===== src/rtl/xadc_pkg.sv =====
// xadc_pkg: shared constants and types for the XADC DRP scheduler.
//   - DRP address / data / sample widths
//   - auxiliary-channel result register addresses
//   - transaction FSM state encoding and requester identifiers
package xadc_pkg;

  localparam int ADDR_W   = 7;
  localparam int DATA_W   = 16;
  localparam int SAMPLE_W = 12;
  // Timeout counter width, enough for TIMEOUT up to 1023.
  localparam int CNT_W    = 10;

  localparam logic [ADDR_W-1:0] VAUX4_ADDR  = 7'h14;
  localparam logic [ADDR_W-1:0] VAUX12_ADDR = 7'h1c;

  typedef enum logic [1:0] {
    ST_IDLE  = 2'd0,
    ST_ISSUE = 2'd1,
    ST_WAIT  = 2'd2,
    ST_STORE = 2'd3
  } drp_state_t;

  typedef enum logic {
    SRC_SCAN = 1'b0,
    SRC_HOST = 1'b1
  } drp_src_t;

endpackage


===== src/rtl/xadc_drp_master.sv =====
// xadc_drp_master: runs one DRP read at a time (ISSUE -> WAIT -> STORE).
// Ports:
//   clk, rst_n    clock, asynchronous active-low reset
//   start, addr   begin a read of addr (accepted in IDLE or STORE)
//   drdy_in       DRP data ready
//   den, daddr    registered DRP enable / address
//   done          combinational: drdy seen in WAIT (data is on do_in now)
//   err           combinational: last WAIT cycle before timeout
//   busy          registered, high while state is not IDLE
//   state         current FSM state, used by the scheduler
module xadc_drp_master
  import xadc_pkg::*;
#(
  parameter int TIMEOUT = 255
) (
  input  logic              clk,
  input  logic              rst_n,
  input  logic              start,
  input  logic [ADDR_W-1:0] addr,
  input  logic              drdy_in,
  output logic              den,
  output logic [ADDR_W-1:0] daddr,
  output logic              done,
  output logic              err,
  output logic              busy,
  output drp_state_t        state
);

  // cnt_r counts completed WAIT cycles; reaching TIMEOUT-1 here means the
  // timeout pulse lands exactly TIMEOUT cycles after WAIT was entered.
  localparam logic [CNT_W-1:0] LAST_CNT = CNT_W'(TIMEOUT - 1);

  drp_state_t        state_r;
  drp_state_t        state_next_s;
  logic [CNT_W-1:0]  cnt_r;
  logic [ADDR_W-1:0] addr_r;
  logic              den_r;
  logic              busy_r;
  logic              done_s;
  logic              err_s;

  // Next-state decode plus completion / timeout strobes.
  always_comb begin
    state_next_s = state_r;
    done_s       = 1'b0;
    err_s        = 1'b0;
    case (state_r)
      ST_IDLE: begin
        if (start) state_next_s = ST_ISSUE;
        else       state_next_s = ST_IDLE;
      end
      ST_ISSUE: state_next_s = ST_WAIT;
      ST_WAIT: begin
        if (drdy_in) begin
          done_s       = 1'b1;
          state_next_s = ST_STORE;
        end else if (cnt_r == LAST_CNT) begin
          err_s        = 1'b1;
          state_next_s = ST_IDLE;
        end else begin
          state_next_s = ST_WAIT;
        end
      end
      ST_STORE: begin
        if (start) state_next_s = ST_ISSUE;
        else       state_next_s = ST_IDLE;
      end
      default: state_next_s = ST_IDLE;
    endcase
  end

  // State, registered DRP strobes, address latch and timeout counter.
  always_ff @(posedge clk or negedge rst_n) begin
    if (!rst_n) begin
      state_r <= ST_IDLE;
      den_r   <= 1'b0;
      busy_r  <= 1'b0;
      cnt_r   <= {CNT_W{1'b0}};
      addr_r  <= {ADDR_W{1'b0}};
    end else begin
      state_r <= state_next_s;
      den_r   <= (state_next_s == ST_ISSUE);
      busy_r  <= (state_next_s != ST_IDLE);
      if (state_r == ST_WAIT) cnt_r <= cnt_r + 10'd1;
      else                    cnt_r <= {CNT_W{1'b0}};
      // Address is only taken when a new transaction starts, so it stays
      // stable on the DRP bus through ISSUE and WAIT.
      if (start && ((state_r == ST_IDLE) || (state_r == ST_STORE))) addr_r <= addr;
    end
  end

  assign den   = den_r;
  assign daddr = addr_r;
  assign busy  = busy_r;
  assign done  = done_s;
  assign err   = err_s;
  assign state = state_r;

endmodule


===== src/rtl/xadc_drp_scheduler.sv =====
// xadc_drp_scheduler: shares the XADC DRP read port between an EOC-driven
// scan of NUM_CH auxiliary channels and a single on-demand host reader.
// Optional build macro: XADC_NOISE_MASK_EN zeroes the 4 LSBs of scan samples.
// Ports:
//   sysclk, rst_n                   100 MHz clock (also XADC dclk), async reset
//   eoc_in                          XADC end-of-conversion pulse
//   den_out, daddr_out              DRP enable / address to XADC
//   drdy_in, do_in                  DRP data ready / read data from XADC
//   host_req, host_addr             host read request (level) and address
//   host_ack, host_data, host_err   host completion pulse, data, timeout flag
//   sample_valid, sample_ch,
//   sample_data                     scan sample pulse, list index, 12-bit value
//   timeout_err                     pulse on any DRP timeout
//   busy                            transaction FSM not IDLE
module xadc_drp_scheduler
  import xadc_pkg::*;
#(
  parameter int                       NUM_CH   = 2,
  parameter logic [NUM_CH*ADDR_W-1:0] CH_ADDRS = {VAUX12_ADDR, VAUX4_ADDR},
  parameter int                       TIMEOUT  = 255
) (
  input  logic                sysclk,
  input  logic                rst_n,
  input  logic                eoc_in,
  output logic                den_out,
  output logic [ADDR_W-1:0]   daddr_out,
  input  logic                drdy_in,
  input  logic [DATA_W-1:0]   do_in,
  input  logic                host_req,
  input  logic [ADDR_W-1:0]   host_addr,
  output logic                host_ack,
  output logic [DATA_W-1:0]   host_data,
  output logic                host_err,
  output logic                sample_valid,
  output logic [2:0]          sample_ch,
  output logic [SAMPLE_W-1:0] sample_data,
  output logic                timeout_err,
  output logic                busy
);

  localparam logic [2:0] LAST_IDX = 3'(NUM_CH - 1);

  drp_state_t          m_state_s;
  logic                m_done_s;
  logic                m_err_s;
  logic                start_s;
  logic [ADDR_W-1:0]   addr_s;
  logic                grant_scan_s;
  logic                grant_host_s;
  logic                cont_s;
  logic                host_pend_s;
  logic [SAMPLE_W-1:0] sample_raw_s;

  logic                scan_pend_r;
  drp_src_t            last_grant_r;
  drp_src_t            cur_src_r;
  logic [2:0]          index_r;
  logic                host_ack_r;
  logic [DATA_W-1:0]   host_data_r;
  logic                host_err_r;
  logic                sample_valid_r;
  logic [2:0]          sample_ch_r;
  logic [SAMPLE_W-1:0] sample_data_r;
  logic                timeout_err_r;

  function automatic logic [ADDR_W-1:0] ch_addr(input logic [2:0] idx);
    int base;
    base = int'(idx) * ADDR_W;
    return CH_ADDRS[base +: ADDR_W];
  endfunction

`ifdef XADC_NOISE_MASK_EN
  assign sample_raw_s = do_in[DATA_W-1:4] & 12'hff0;
`else
  assign sample_raw_s = do_in[DATA_W-1:4];
`endif

  xadc_drp_master #(
    .TIMEOUT (TIMEOUT)
  ) u_master (
    .clk     (sysclk),
    .rst_n   (rst_n),
    .start   (start_s),
    .addr    (addr_s),
    .drdy_in (drdy_in),
    .den     (den_out),
    .daddr   (daddr_out),
    .done    (m_done_s),
    .err     (m_err_s),
    .busy    (busy),
    .state   (m_state_s)
  );

  // Arbitration in IDLE and sweep continuation in STORE.
  always_comb begin
    // While host_ack is out the host has not yet had a chance to drop
    // host_req, so that level must not start a second read.
    host_pend_s  = host_req & ~host_ack_r;
    grant_scan_s = 1'b0;
    grant_host_s = 1'b0;
    cont_s       = 1'b0;
    start_s      = 1'b0;
    addr_s       = ch_addr(index_r);
    case (m_state_s)
      ST_IDLE: begin
        if (scan_pend_r && host_pend_s) begin
          if (last_grant_r == SRC_HOST) grant_scan_s = 1'b1;
          else                          grant_host_s = 1'b1;
        end else if (scan_pend_r) begin
          grant_scan_s = 1'b1;
        end else if (host_pend_s) begin
          grant_host_s = 1'b1;
        end else begin
          grant_scan_s = 1'b0;
        end
        start_s = grant_scan_s | grant_host_s;
        if (grant_host_s) addr_s = host_addr;
        else              addr_s = ch_addr(index_r);
      end
      ST_STORE: begin
        // A sweep keeps the port until its last channel has been stored.
        if ((cur_src_r == SRC_SCAN) && (index_r < LAST_IDX)) begin
          cont_s  = 1'b1;
          start_s = 1'b1;
          addr_s  = ch_addr(index_r + 3'd1);
        end else begin
          cont_s  = 1'b0;
        end
      end
      default: start_s = 1'b0;
    endcase
  end

  // Request bookkeeping, scan index and registered result outputs.
  always_ff @(posedge sysclk or negedge rst_n) begin
    if (!rst_n) begin
      scan_pend_r    <= 1'b0;
      last_grant_r   <= SRC_HOST;
      cur_src_r      <= SRC_HOST;
      index_r        <= 3'd0;
      host_ack_r     <= 1'b0;
      host_data_r    <= {DATA_W{1'b0}};
      host_err_r     <= 1'b0;
      sample_valid_r <= 1'b0;
      sample_ch_r    <= 3'd0;
      sample_data_r  <= {SAMPLE_W{1'b0}};
      timeout_err_r  <= 1'b0;
    end else begin
      sample_valid_r <= 1'b0;
      host_ack_r     <= 1'b0;
      timeout_err_r  <= 1'b0;

      // A single pending flag: any number of EOCs during a sweep re-arm
      // exactly one more sweep. A new EOC wins over the grant clear.
      if (eoc_in)            scan_pend_r <= 1'b1;
      else if (grant_scan_s) scan_pend_r <= 1'b0;

      if (grant_scan_s)      cur_src_r <= SRC_SCAN;
      else if (grant_host_s) cur_src_r <= SRC_HOST;

      // Fairness history only moves on contended decisions, so an
      // uncontested grant does not steal the other side's next turn.
      if (grant_scan_s && host_pend_s)      last_grant_r <= SRC_SCAN;
      else if (grant_host_s && scan_pend_r) last_grant_r <= SRC_HOST;

      if (m_done_s) begin
        if (cur_src_r == SRC_SCAN) begin
          sample_valid_r <= 1'b1;
          sample_ch_r    <= index_r;
          sample_data_r  <= sample_raw_s;
        end else begin
          host_ack_r  <= 1'b1;
          host_data_r <= do_in;
          host_err_r  <= 1'b0;
        end
      end

      if (m_err_s) begin
        timeout_err_r <= 1'b1;
        if (cur_src_r == SRC_HOST) begin
          host_ack_r  <= 1'b1;
          host_err_r  <= 1'b1;
          host_data_r <= 16'hffff;
        end else begin
          index_r <= 3'd0;
        end
      end

      if ((m_state_s == ST_STORE) && (cur_src_r == SRC_SCAN)) begin
        if (cont_s) index_r <= index_r + 3'd1;
        else        index_r <= 3'd0;
      end
    end
  end

  assign host_ack     = host_ack_r;
  assign host_data    = host_data_r;
  assign host_err     = host_err_r;
  assign sample_valid = sample_valid_r;
  assign sample_ch    = sample_ch_r;
  assign sample_data  = sample_data_r;
  assign timeout_err  = timeout_err_r;

endmodule

===== config.mk =====
export PLATFORM = sky130hd
export DESIGN_NAME = xadc_drp_scheduler
export DESIGN_NICKNAME = d
export VERILOG_FILES = /design/src/rtl/xadc_pkg.sv /design/src/rtl/xadc_drp_master.sv /design/src/rtl/xadc_drp_scheduler.sv
export SDC_FILE = /design/constraint.sdc
export NUM_CORES = 1
export LEC_CHECK = 0
export BUFFER_PORTS_ARGS = -buffer_cell sky130_fd_sc_hd__clkbuf_2
export CAP_MARGIN = 10
export CORE_MARGIN = 3
export CORE_UTILIZATION = 45
export DETAILED_ROUTE_END_ITERATION = 8
export HOLD_SLACK_MARGIN = 0.05
export MAX_ROUTING_LAYER = met4
export PLACE_DENSITY = 0.67
export SLEW_MARGIN = 25
export SYNTH_ARGS = -nofsm -noshare
export SYNTH_HDL_FRONTEND = slang
export SYNTH_SLANG_ARGS = --single-unit

===== constraint.sdc =====
create_clock -name sysclk -period 4.3 [get_ports sysclk]
set_input_delay 0.645 -clock sysclk [delete_from_list [all_inputs] [get_ports sysclk]]
set_output_delay 0.645 -clock sysclk [all_outputs]
set_load 0.05 [all_outputs]

==> flow_metrics.env, run 1 <==
export IMPL_synth_edf_count=0
export IMPL_syn_to_final_growth_pct=23.1
export IMPL_top_signal_layer_used="met4"
export IMPL_worstMarginPinSlew_ns=0.572
export IMPL_max_cap_violations=0
export IMPL_wl_on_met1_mm=2.56
export IMPL_worst_endpoint_required_ns=4.57
export IMPL_per_instance_average_area_after_synthesis_um2=11.3
export IMPL_worst_path_most_repeated_cell="sky130_fd_sc_hd__nand2_1"
export IMPL_drc=0
export IMPL_postSynthRegisterBits=62
export IMPL_clock_root_cell="sky130_fd_sc_hd__clkbuf_8"
export IMPL_dp_final_hpwl_mm=3.84
export IMPL_setup_reg_to_reg_worst_slack_ns=2.16
export IMPL_max_freq_ghz=0.468
export IMPL_fin_total_pwr_mw=2.88
export IMPL_setup_violations=0
export IMPL_yosysWarningCount=0
export IMPL_placed_cell_area_um2=3100
export IMPL_critical_path_max_stage_delay_ns=0.47
export IMPL_worst_clock_skew_ns=0.00880
export IMPL_finish_net_count=348
export IMPL_fillerInstances=509
export IMPL_timing_critical_path_arrival_ns=2.41
export IMPL_clkSinkCount=62
export IMPL_mappedNetlistNets=275
export IMPL_met3RoutedLength_um=277
export IMPL_synth_ff_type="sky130_fd_sc_hd__dfrtp_1"
export IMPL_wl_met2_mm=2.51
export IMPL_period_share=0.497
export IMPL_fin_hold_ws_ns=0.228
export IMPL_async_reset_ff_frac=1.00
export IMPL_cts_made_buffers=9
export IMPL_core_region_area_um2=5640
export IMPL_chipWidth_um=83.5
export IMPL_crit_slowest_cell="sky130_fd_sc_hd__or2_2"
export IMPL_detail_route_wirelength_mm=5.45
export IMPL_path_class_of_the_lowest_slack_min_delay_path="input pin to asynchronous set/reset pin"
export IMPL_status="complete, no violations"
export IMPL_worstSetupEndpointType="register"
export IMPL_netlist_cell_types=40
export IMPL_grt_max_degree=47
export IMPL_clockBufferDepth=2
export IMPL_grt_first_pass_wirelength_mm=9.47
export IMPL_tritoncts_clock_tree="built"
export IMPL_first_pass_iters=4
export IMPL_dr_first_iter_drc_count=61
export IMPL_antenna_found_initial=0
export IMPL_antenna_cells=0
export IMPL_rsz0062_at_grt="false"
export IMPL_clk_transition_reported_paths_ns=0.07
export IMPL_fin_area_um2=3320
export IMPL_number_of_input_and_output_port_buffers_inserted=71
export IMPL_vdd_drop_max_mv=0.534
export IMPL_share_of_cells_above_drive_strength_1=0.343
export IMPL_route_detailed_wl_per_inst_um=14.0
export IMPL_vias_in_the_first_global_route=1978
export IMPL_number_of_hold_slack_violations_in_the_final_timing_report=0
export IMPL_post_route_min_period_ns=2.14
export IMPL_crit_path_start_kind="register"
export IMPL_clkLatencyLatePin_ns=0.33
export IMPL_globalRoute_totalOverflow=0
export IMPL_max_slew_margin=0.618
export IMPL_crit_path_cell_trace="inv_1 -> ha_1 -> nand2_1 -> or2_2 -> inv_1 -> nand2_1 -> nand2_1"
export IMPL_post_cts_buffers=0
export IMPL_drtAntennaViolNets=0
export IMPL_floorplan_initialDensity=0.479
export IMPL_dieHeight_um=83.5
export IMPL_tns_ns=0
export IMPL_num_rows=27
export IMPL_cts_hold_repair_buffers=0
export IMPL_gr_usage_all_layers=0.176
export IMPL_route_vias_total=1908
export IMPL_design_portCount=72
export IMPL_final_max_slew_viol_count=0
export IMPL_setup_worst_path_class="register to register"
export IMPL_synth_top_cell_area_share=0.556
export IMPL_seq_area_frac_synth=0.576
export IMPL_place_congestion=0.766
export IMPL_synth_top_cell_by_area="sky130_fd_sc_hd__dfrtp_1"
export IMPL_netlist_area_um2=2700
export IMPL_worst_path_max_fanout=16
export IMPL_floorplan_die_area_um2=6970
export IMPL_power_leakage_nw=1.85
export IMPL_post_synth_inst_count=240
export IMPL_vias_per_cell=4.89
export IMPL_synth_top_cells_by_area="sky130_fd_sc_hd__dfrtp_1, sky130_fd_sc_hd__nand2_1, sky130_fd_sc_hd__mux2i_1"
export IMPL_cts_repair_resize_count=0
export IMPL_cts_htree_levels=3
export IMPL_p_per_area_nw_per_um2=866
==> cells in the mapped netlist, types with 4 or more instances <==
library cell and number:
sky130_fd_sc_hd__nand2_1 63, sky130_fd_sc_hd__dfrtp_1 60, sky130_fd_sc_hd__mux2i_1 16, sky130_fd_sc_hd__and2_1 7
sky130_fd_sc_hd__ha_1 7, sky130_fd_sc_hd__inv_1 7, sky130_fd_sc_hd__nand3_1 7, sky130_fd_sc_hd__xnor2_1 7
sky130_fd_sc_hd__a22o_2 6, sky130_fd_sc_hd__nor2_1 5, sky130_fd_sc_hd__buf_2 4
==> cells by family after synthesis <==
kind of cell	Yosys count	synth area share
adders and majority gates	7	0.0324
buffers and inverters	17	0.0297
and+or+nand+nor	102	0.180
muxes	22	0.0885
xor gates and xnor gates	8	0.0260
DFF	62	0.576
AOI/OAI and AO/OA	22	0.0677
==> metal layers <==
layer  track usage  up-vias
li1              -      943
met1         0.229      908
met2         0.259       47
met3        0.0365       10
met4        0.0921        0
met5             -        -
==> metrics by stage <==
step,setup WS (ns),utilization,instances
finish,2.16,0.589,390
global route,1.95,0.589,390
CTS,1.92,0.588,390
detailed placement,1.92,0.549,374
global placement,1.97,0.549,374
floorplan,2.62,-,240
==> path summary, 6_finish.rpt <==
| check | from | endpoint | depth (start not counted) |
|---|---|---|---|
| worst max register to register | u_master.state[0]$_DFF_PN0_ | sample_data[10]$_DFFE_PN0P_ | 7 |
| worst min-delay path | rst_n | u_master.daddr[6]$_DFFE_PN0P_ | 1 |
| worst max-delay path | u_master.state[0]$_DFF_PN0_ | sample_data[10]$_DFFE_PN0P_ | 7 |
| worst min register to register | sample_data[4]$_DFFE_PN0P_ | sample_data[4]$_DFFE_PN0P_ | 2 |
| min in group sysclk | sample_data[4]$_DFFE_PN0P_ | sample_data[4]$_DFFE_PN0P_ | 2 |
| max in group asynchronous | rst_n | sample_valid$_DFF_PN0_ | 2 |
==> layout make-up <==
class	instances	area, um^2	area share
Multi-Input combinational cell	161	1070	0.322
Timing Repair Buffer	72	363	0.109
Sequential cell	62	1550	0.467
Clock inverter	2	37.5	0.0113
Inverter	7	26.3	0.00790
Clock buffer	14	183	0.0549
Tap cell	72	90.1	0.0271
==> power by group <==
group / leakage [nW] / internal, mW / switching, mW / total (mW)
sequential: 0.778 / 0.813 / 0.163 / 0.976
clock: 0.109 / 0.331 / 0.215 / 0.547
combinational: 0.965 / 0.377 / 0.981 / 1.36
total: 1.85 / 1.52 / 1.36 / 2.88
==> critical path: cells and delay by family, from the launching register on <==
kind	cells	cell delay (ns)
fa+ha+maj	1	0.40
simple gates	4	0.79
buf+inv	2	0.49
flops	1	0.40
==> cell usage in the layout, fill, tap and decap left out, types with 2 or more instances in the layout <==
cell / instances
sky130_fd_sc_hd__o221ai_1: 2
sky130_fd_sc_hd__inv_1: 7
sky130_fd_sc_hd__nand4_1: 3
sky130_fd_sc_hd__and2_1: 7
sky130_fd_sc_hd__mux2_4: 3
sky130_fd_sc_hd__o21ai_0: 3
sky130_fd_sc_hd__clkbuf_2: 71
sky130_fd_sc_hd__mux2_2: 3
sky130_fd_sc_hd__ha_1: 7
sky130_fd_sc_hd__dfrtp_1: 60
sky130_fd_sc_hd__and4_1: 3
sky130_fd_sc_hd__mux2i_1: 16
sky130_fd_sc_hd__a22o_2: 6
sky130_fd_sc_hd__nand2_1: 63
sky130_fd_sc_hd__o211ai_1: 2
sky130_fd_sc_hd__nor2_1: 5
sky130_fd_sc_hd__dfstp_2: 2
sky130_fd_sc_hd__clkbuf_8: 13
sky130_fd_sc_hd__a21oi_1: 2
sky130_fd_sc_hd__nand3_1: 6
sky130_fd_sc_hd__nor2b_1: 3
sky130_fd_sc_hd__xnor2_1: 7
sky130_fd_sc_hd__or2_2: 2
sky130_fd_sc_hd__nor3_1: 2
(Power assumes the default switching activity.)
==> run 2, diff against run 1 <==
==> constraint.sdc (replaced) <==
create_clock -name sysclk -period 2 [get_ports sysclk]
set_input_delay 0.3 -clock sysclk [delete_from_list [all_inputs] [get_ports sysclk]]
set_output_delay 0.3 -clock sysclk [all_outputs]
set_load 0.05 [all_outputs]
==> flow_metrics.env, run 2 (same netlist as run 1, synthesis figures left out) <==
export IMPL_critPathTopFamily="simple AND/OR/NAND/NOR gates"
export IMPL_period_share=0.906
export IMPL_first_pass_iters=4
export IMPL_seq_area_um2=1550
export IMPL_antenna_found_initial=0
export IMPL_place_congestion=0.783
export IMPL_route_detailed_wl_per_inst_um=14.5
export IMPL_clkLatencyLatePin_ns=0.34
export IMPL_timing_critical_path_arrival_ns=2.08
export IMPL_cts_made_buffers=9
export IMPL_dieHeight_um=83.5
export IMPL_grt_first_pass_wirelength_mm=10.0
export IMPL_setup_worst_path_class="register to register"
export IMPL_rsz0062_at_grt="false"
export IMPL_setup_violations=0
export IMPL_layout_common_cells="sky130_fd_sc_hd__clkbuf_2, sky130_fd_sc_hd__nand2_1, sky130_fd_sc_hd__dfrtp_1"
export IMPL_worstSetupEndpointType="register"
export IMPL_detail_route_wirelength_mm=5.77
export IMPL_route_vias_total=1941
export IMPL_number_of_input_and_output_port_buffers_inserted=71
export IMPL_worstMarginPinSlew_ns=0.400
export IMPL_status="complete, no violations"
export IMPL_share_of_cells_above_drive_strength_1=0.354
export IMPL_worst_endpoint_required_ns=2.27
export IMPL_crit_path_start_kind="register"
export IMPL_vias_in_the_first_global_route=2013
export IMPL_tritoncts_clock_tree="built"
export IMPL_cts_repair_resize_count=0
export IMPL_dr_first_iter_drc_count=141
export IMPL_critical_path_n_buffers_inverters=1
export IMPL_cts_hold_repair_buffers=1
export IMPL_chipWidth_um=83.5
export IMPL_path_class_of_the_lowest_slack_min_delay_path="input pin to register"
export IMPL_grt_max_degree=35
export IMPL_num_rows=27
export IMPL_multi_input_area_um2=1070
export IMPL_post_cts_buffers=0
export IMPL_design_portCount=72
export IMPL_floorplan_die_area_um2=6970
export IMPL_clkSinkCount=62
export IMPL_fillerInstances=490
export IMPL_drc=0
export IMPL_vdd_drop_max_mv=1.24
export IMPL_final_max_slew_viol_count=0
export IMPL_syn_to_final_growth_pct=25.5
export IMPL_floorplan_initialDensity=0.479
export IMPL_tns_ns=0
export IMPL_p_per_area_nw_per_um2=1840
export IMPL_core_region_area_um2=5640
export IMPL_worst_path_max_fanout=18
export IMPL_dp_final_hpwl_mm=4.20
export IMPL_vias_per_cell=4.89
export IMPL_number_of_hold_slack_violations_in_the_final_timing_report=0
export IMPL_crit_path_cell_trace="inv_1 -> ha_1 -> and4b_1 -> and4_1 -> nand2_2 -> nand2_1"
export IMPL_crit_slowest_cell="sky130_fd_sc_hd__dfrtp_1"
export IMPL_max_slew_margin=0.732
export IMPL_post_route_min_period_ns=1.81
export IMPL_placed_cell_area_um2=3170
export IMPL_cts_htree_levels=3
export IMPL_clock_root_cell="sky130_fd_sc_hd__clkbuf_8"
export IMPL_power_leakage_nw=1.88
export IMPL_max_freq_ghz=0.552
export IMPL_clk_transition_reported_paths_ns=0.07
export IMPL_max_cap_violations=0
export IMPL_clockBufferDepth=2
export IMPL_globalRoute_totalOverflow=0
export IMPL_fin_area_um2=3390
export IMPL_gr_usage_all_layers=0.189
export IMPL_critical_path_max_stage_delay_ns=0.41
export IMPL_finish_net_count=355
export IMPL_worst_clock_skew_ns=0.00687
export IMPL_antenna_cells=0
export IMPL_drtAntennaViolNets=0
export IMPL_fin_total_pwr_mw=6.24
export IMPL_mostFrequentLayoutCell="sky130_fd_sc_hd__clkbuf_2"
-- run 2: cell types whose count changed in the layout (fill, tap and decap cells not counted), moves of 2 or more --
cell,before,now
sky130_fd_sc_hd__clkinvlp_4,1,3
sky130_fd_sc_hd__buf_4,1,5
sky130_fd_sc_hd__buf_12,0,2
sky130_fd_sc_hd__clkbuf_8,13,11
-- run 2: path summary, 6_finish.rpt --
kind | slack (ns) | to | startpoint | cells past startpoint
max in group asynchronous | 0.98 | last_grant_r$_DFFE_PN1P_ | rst_n | 3
setup reg to reg | 0.19 | host_data[14]$_DFF_PN0_ | u_master.state[0]$_DFF_PN0_ | 6
setup / recovery | 0.19 | host_data[14]$_DFF_PN0_ | u_master.state[0]$_DFF_PN0_ | 6
hold reg to reg | 0.48 | sample_data[5]$_DFFE_PN0P_ | sample_data[5]$_DFFE_PN0P_ | 2
hold / removal | 0.14 | scan_pend_r$_DFFE_PN0P_ | eoc_in | 2
min in group asynchronous | 0.40 | u_master.cnt_r[7]$_DFF_PN0_ | rst_n | 2
-- run 2: layout make-up --
type / count / area share
Multi-Input combinational cell: 161 / 0.315
Tap cell: 72 / 0.0266
Inverter: 7 / 0.00775
Timing Repair Buffer: 79 / 0.131
Sequential cell: 62 / 0.459
Clock inverter: 5 / 0.0170
Clock buffer: 11 / 0.0447
-- run 2: stage by stage --
step,worst slack (ns),util,hold WS (ns),cells
6_report,0.189,0.601,0.137,397
5_1_grt,0.00111,0.601,0.136,397
4_1_cts,0.178,0.601,0.128,397
3_5_place_dp,0.199,0.562,0.223,380
3_3_place_gp,0.218,0.562,0.221,380
2_1_floorplan,0.345,-,0.00441,240
-- run 2: worst register-to-register path, cell delays in order (launching register included) --
cell and delay, ns:
sky130_fd_sc_hd__dfrtp_1 0.41, sky130_fd_sc_hd__inv_1 0.09, sky130_fd_sc_hd__ha_1 0.30, sky130_fd_sc_hd__and4b_1 0.22
sky130_fd_sc_hd__and4_1 0.28, sky130_fd_sc_hd__nand2_2 0.29, sky130_fd_sc_hd__nand2_1 0.15
-- run 2: power by group --
group	switching [mW]	internal, mW
combinational	2.13	0.867
sequential	0.352	1.75
clock	0.502	0.641
total	2.98	3.26
-- run 2: routing by layer --
| layer | track usage | vias to the layer above | part of all wire |
|---|---|---|---|
| li1 | - | 968 | - |
| met5 | - | - | 0 |
| met1 | 0.252 | 918 | 0.48 |
| met4 | 0.0789 | 0 | 0.016 |
| met2 | 0.274 | 48 | 0.46 |
| met3 | 0.0494 | 7 | 0.051 |
==> run 3, diff against run 2 <==
--- a/config.mk
+++ b/config.mk
@@ -5,14 +5,14 @@
 export SDC_FILE = /design/constraint.sdc
 export NUM_CORES = 1
 export LEC_CHECK = 0
-export BUFFER_PORTS_ARGS = -buffer_cell sky130_fd_sc_hd__clkbuf_2
 export CAP_MARGIN = 10
 export CORE_MARGIN = 3
 export CORE_UTILIZATION = 45
 export DETAILED_ROUTE_END_ITERATION = 8
+export DONT_BUFFER_PORTS = 1
 export HOLD_SLACK_MARGIN = 0.05
 export MAX_ROUTING_LAYER = met4
-export PLACE_DENSITY = 0.67
+export PLACE_DENSITY = 0.57
 export SLEW_MARGIN = 25
 export SYNTH_ARGS = -nofsm -noshare
 export SYNTH_HDL_FRONTEND = slang
==> constraint.sdc (replaced) <==
create_clock -name sysclk -period 2.05 [get_ports sysclk]
set_input_delay 0.3075 -clock sysclk [delete_from_list [all_inputs] [get_ports sysclk]]
set_output_delay 0.3075 -clock sysclk [all_outputs]
set_load 0.05 [all_outputs]
==> flow_metrics.env, run 3 (same netlist as run 1, synthesis figures left out) <==
export IMPL_status="complete, no violations"
export IMPL_post_route_min_period_ns=1.83
export IMPL_layout_setup_ws_ns=0.222
export IMPL_tns_ns=0
export IMPL_dp_final_hpwl_mm=3.59
export IMPL_route_vias_total=1702
export IMPL_vias_in_the_first_global_route=1787
export IMPL_dp_worst_setup_slack_ns=0.220
export IMPL_worst_endpoint_required_ns=2.32
export IMPL_clk_transition_reported_paths_ns=0.07
export IMPL_first_pass_iters=4
export IMPL_dieHeight_um=83.5
export IMPL_detail_route_wirelength_mm=5.27
export IMPL_number_of_input_and_output_port_buffers_inserted=0
export IMPL_worst_path_max_fanout=16
export IMPL_rsz0062_at_grt="false"
export IMPL_clkSinkCount=62
export IMPL_grt_first_pass_wirelength_mm=9.10
export IMPL_cts_repair_resize_count=0
export IMPL_fin_area_um2=2990
export IMPL_floorplan_die_area_um2=6970
export IMPL_max_cap_violations=0
export IMPL_clock_root_cell="sky130_fd_sc_hd__clkbuf_8"
export IMPL_crit_path_cell_trace="inv_1 -> ha_1 -> nand2_1 -> or2_2 -> inv_1 -> nand2_1 -> nand2_1"
export IMPL_dr_first_iter_drc_count=74
export IMPL_setup_reg_to_reg_worst_slack_ns=0.22
export IMPL_power_leakage_nw=1.56
export IMPL_antenna_found_initial=0
export IMPL_crit_path_start_kind="register"
export IMPL_cts_hold_repair_buffers=3
export IMPL_design_portCount=72
export IMPL_cts_made_buffers=9
export IMPL_share_of_cells_above_drive_strength_1=0.159
export IMPL_final_max_slew_viol_count=0
export IMPL_wl_met2_mm=2.37
export IMPL_vdd_drop_max_mv=0.864
export IMPL_globalRoute_totalOverflow=0
export IMPL_place_congestion=0.741
export IMPL_post_cts_buffers=0
export IMPL_max_freq_ghz=0.547
export IMPL_top_signal_layer_used="met4"
export IMPL_worst_clock_skew_ns=0.0110
export IMPL_vias_per_cell=5.25
export IMPL_crit_slowest_cell="sky130_fd_sc_hd__or2_2"
export IMPL_clkLatencyLatePin_ns=0.33
export IMPL_layout_common_cells="sky130_fd_sc_hd__nand2_1, sky130_fd_sc_hd__dfrtp_1, sky130_fd_sc_hd__mux2i_1"
export IMPL_met3RoutedLength_um=384
export IMPL_p_per_area_nw_per_um2=1840
export IMPL_wl_on_met1_mm=2.42
export IMPL_worstSetupEndpointType="register"
export IMPL_setup_worst_path_class="register to register"
export IMPL_syn_to_final_growth_pct=10.7
export IMPL_worstMarginPinSlew_ns=0.498
export IMPL_num_rows=27
export IMPL_chipWidth_um=83.5
export IMPL_finish_net_count=283
export IMPL_drc=0
export IMPL_mostFrequentLayoutCell="sky130_fd_sc_hd__nand2_1"
export IMPL_floorplan_initialDensity=0.479
export IMPL_worst_path_most_repeated_cell="sky130_fd_sc_hd__nand2_1"
export IMPL_core_region_area_um2=5640
export IMPL_placed_cell_area_um2=2770
export IMPL_clockBufferDepth=2
export IMPL_drtAntennaViolNets=0
export IMPL_postLayoutCoreUtil=0.530
export IMPL_path_class_of_the_lowest_slack_min_delay_path="input pin to register"
export IMPL_max_slew_margin=0.668
export IMPL_timing_critical_path_arrival_ns=2.10
export IMPL_antenna_cells=0
export IMPL_cts_htree_levels=3
export IMPL_route_detailed_wl_per_inst_um=16.3
export IMPL_gr_usage_all_layers=0.169
export IMPL_setup_violations=0
export IMPL_number_of_hold_slack_violations_in_the_final_timing_report=0
export IMPL_grt_max_degree=63
export IMPL_period_share=0.892
export IMPL_tritoncts_clock_tree="built"
export IMPL_critical_path_max_stage_delay_ns=0.43
run 3: changes by cell type in the layout (fill, tap and decap cells not counted):
cell / delta
sky130_fd_sc_hd__bufinv_16: -1
sky130_fd_sc_hd__dlygate4sd3_1: +1
sky130_fd_sc_hd__buf_12: -2
sky130_fd_sc_hd__buf_4: -1
sky130_fd_sc_hd__clkbuf_1: +1
sky130_fd_sc_hd__clkbuf_2: -71
sky130_fd_sc_hd__buf_16: +1
sky130_fd_sc_hd__clkinvlp_4: -1
run 3: layout make-up:
| type | instances | area, um^2 |
|---|---|---|
| clock buffers | 12 | 155 |
| clock inverters | 3 | 20.0 |
| fillers | 497 | 2650 |
| inverters | 7 | 26.3 |
| multi-input cells | 161 | 1070 |
| flip-flops and latches | 62 | 1550 |
| well taps | 72 | 90.1 |
| repair buffers | 7 | 77.6 |
run 3: final timing paths:
kind	from	end	cells past startpoint
hold / removal	do_in[5]	sample_data[1]$_DFFE_PN0P_	2
setup reg to reg	u_master.state[0]$_DFF_PN0_	sample_data[6]$_DFFE_PN0P_	7
setup / recovery	u_master.state[0]$_DFF_PN0_	sample_data[6]$_DFFE_PN0P_	7
min in group asynchronous	rst_n	u_master.daddr[3]$_DFFE_PN0P_	2
hold reg to reg	last_grant_r$_DFFE_PN1P_	last_grant_r$_DFFE_PN1P_	1
max in group asynchronous	rst_n	cur_src_r$_DFFE_PN1P_	2
run 3: critical path, delay by kind of cell, from the launching register on:
kind / cells / cell delay (ns)
buffers and inverters: 2 / 0.45
adder cells (fa/ha/maj): 1 / 0.21
flip-flops: 1 / 0.40
AND/OR/NAND/NOR: 4 / 0.72
run 3: power breakdown:
part | switching (mW) | internal (mW) | total, mW
logic | 0.585 | 0.575 | 1.16
registers | 1.70 | 1.68 | 3.38
clock network | 0.453 | 0.496 | 0.949
total | 2.74 | 2.75 | 5.49
run 3: layer usage:
layer  global-route usage  vias to the layer above
met5                    -                        -
met4               0.0614                        0
met3               0.0661                        9
met2                0.241                       54
met1                0.221                      821
li1                     -                      818
run 3: through the flow:
stage / power [mW] / instances / hold WS (ns)
CTS: 5.58 / 324 / 0.0615
detailed placement: 4.57 / 306 / 0.0135
floorplan: 4.26 / 240 / 0.0119
finish: 5.49 / 324 / 0.0752
global placement: 4.54 / 306 / 0.0136
global route: 5.85 / 324 / 0.0597
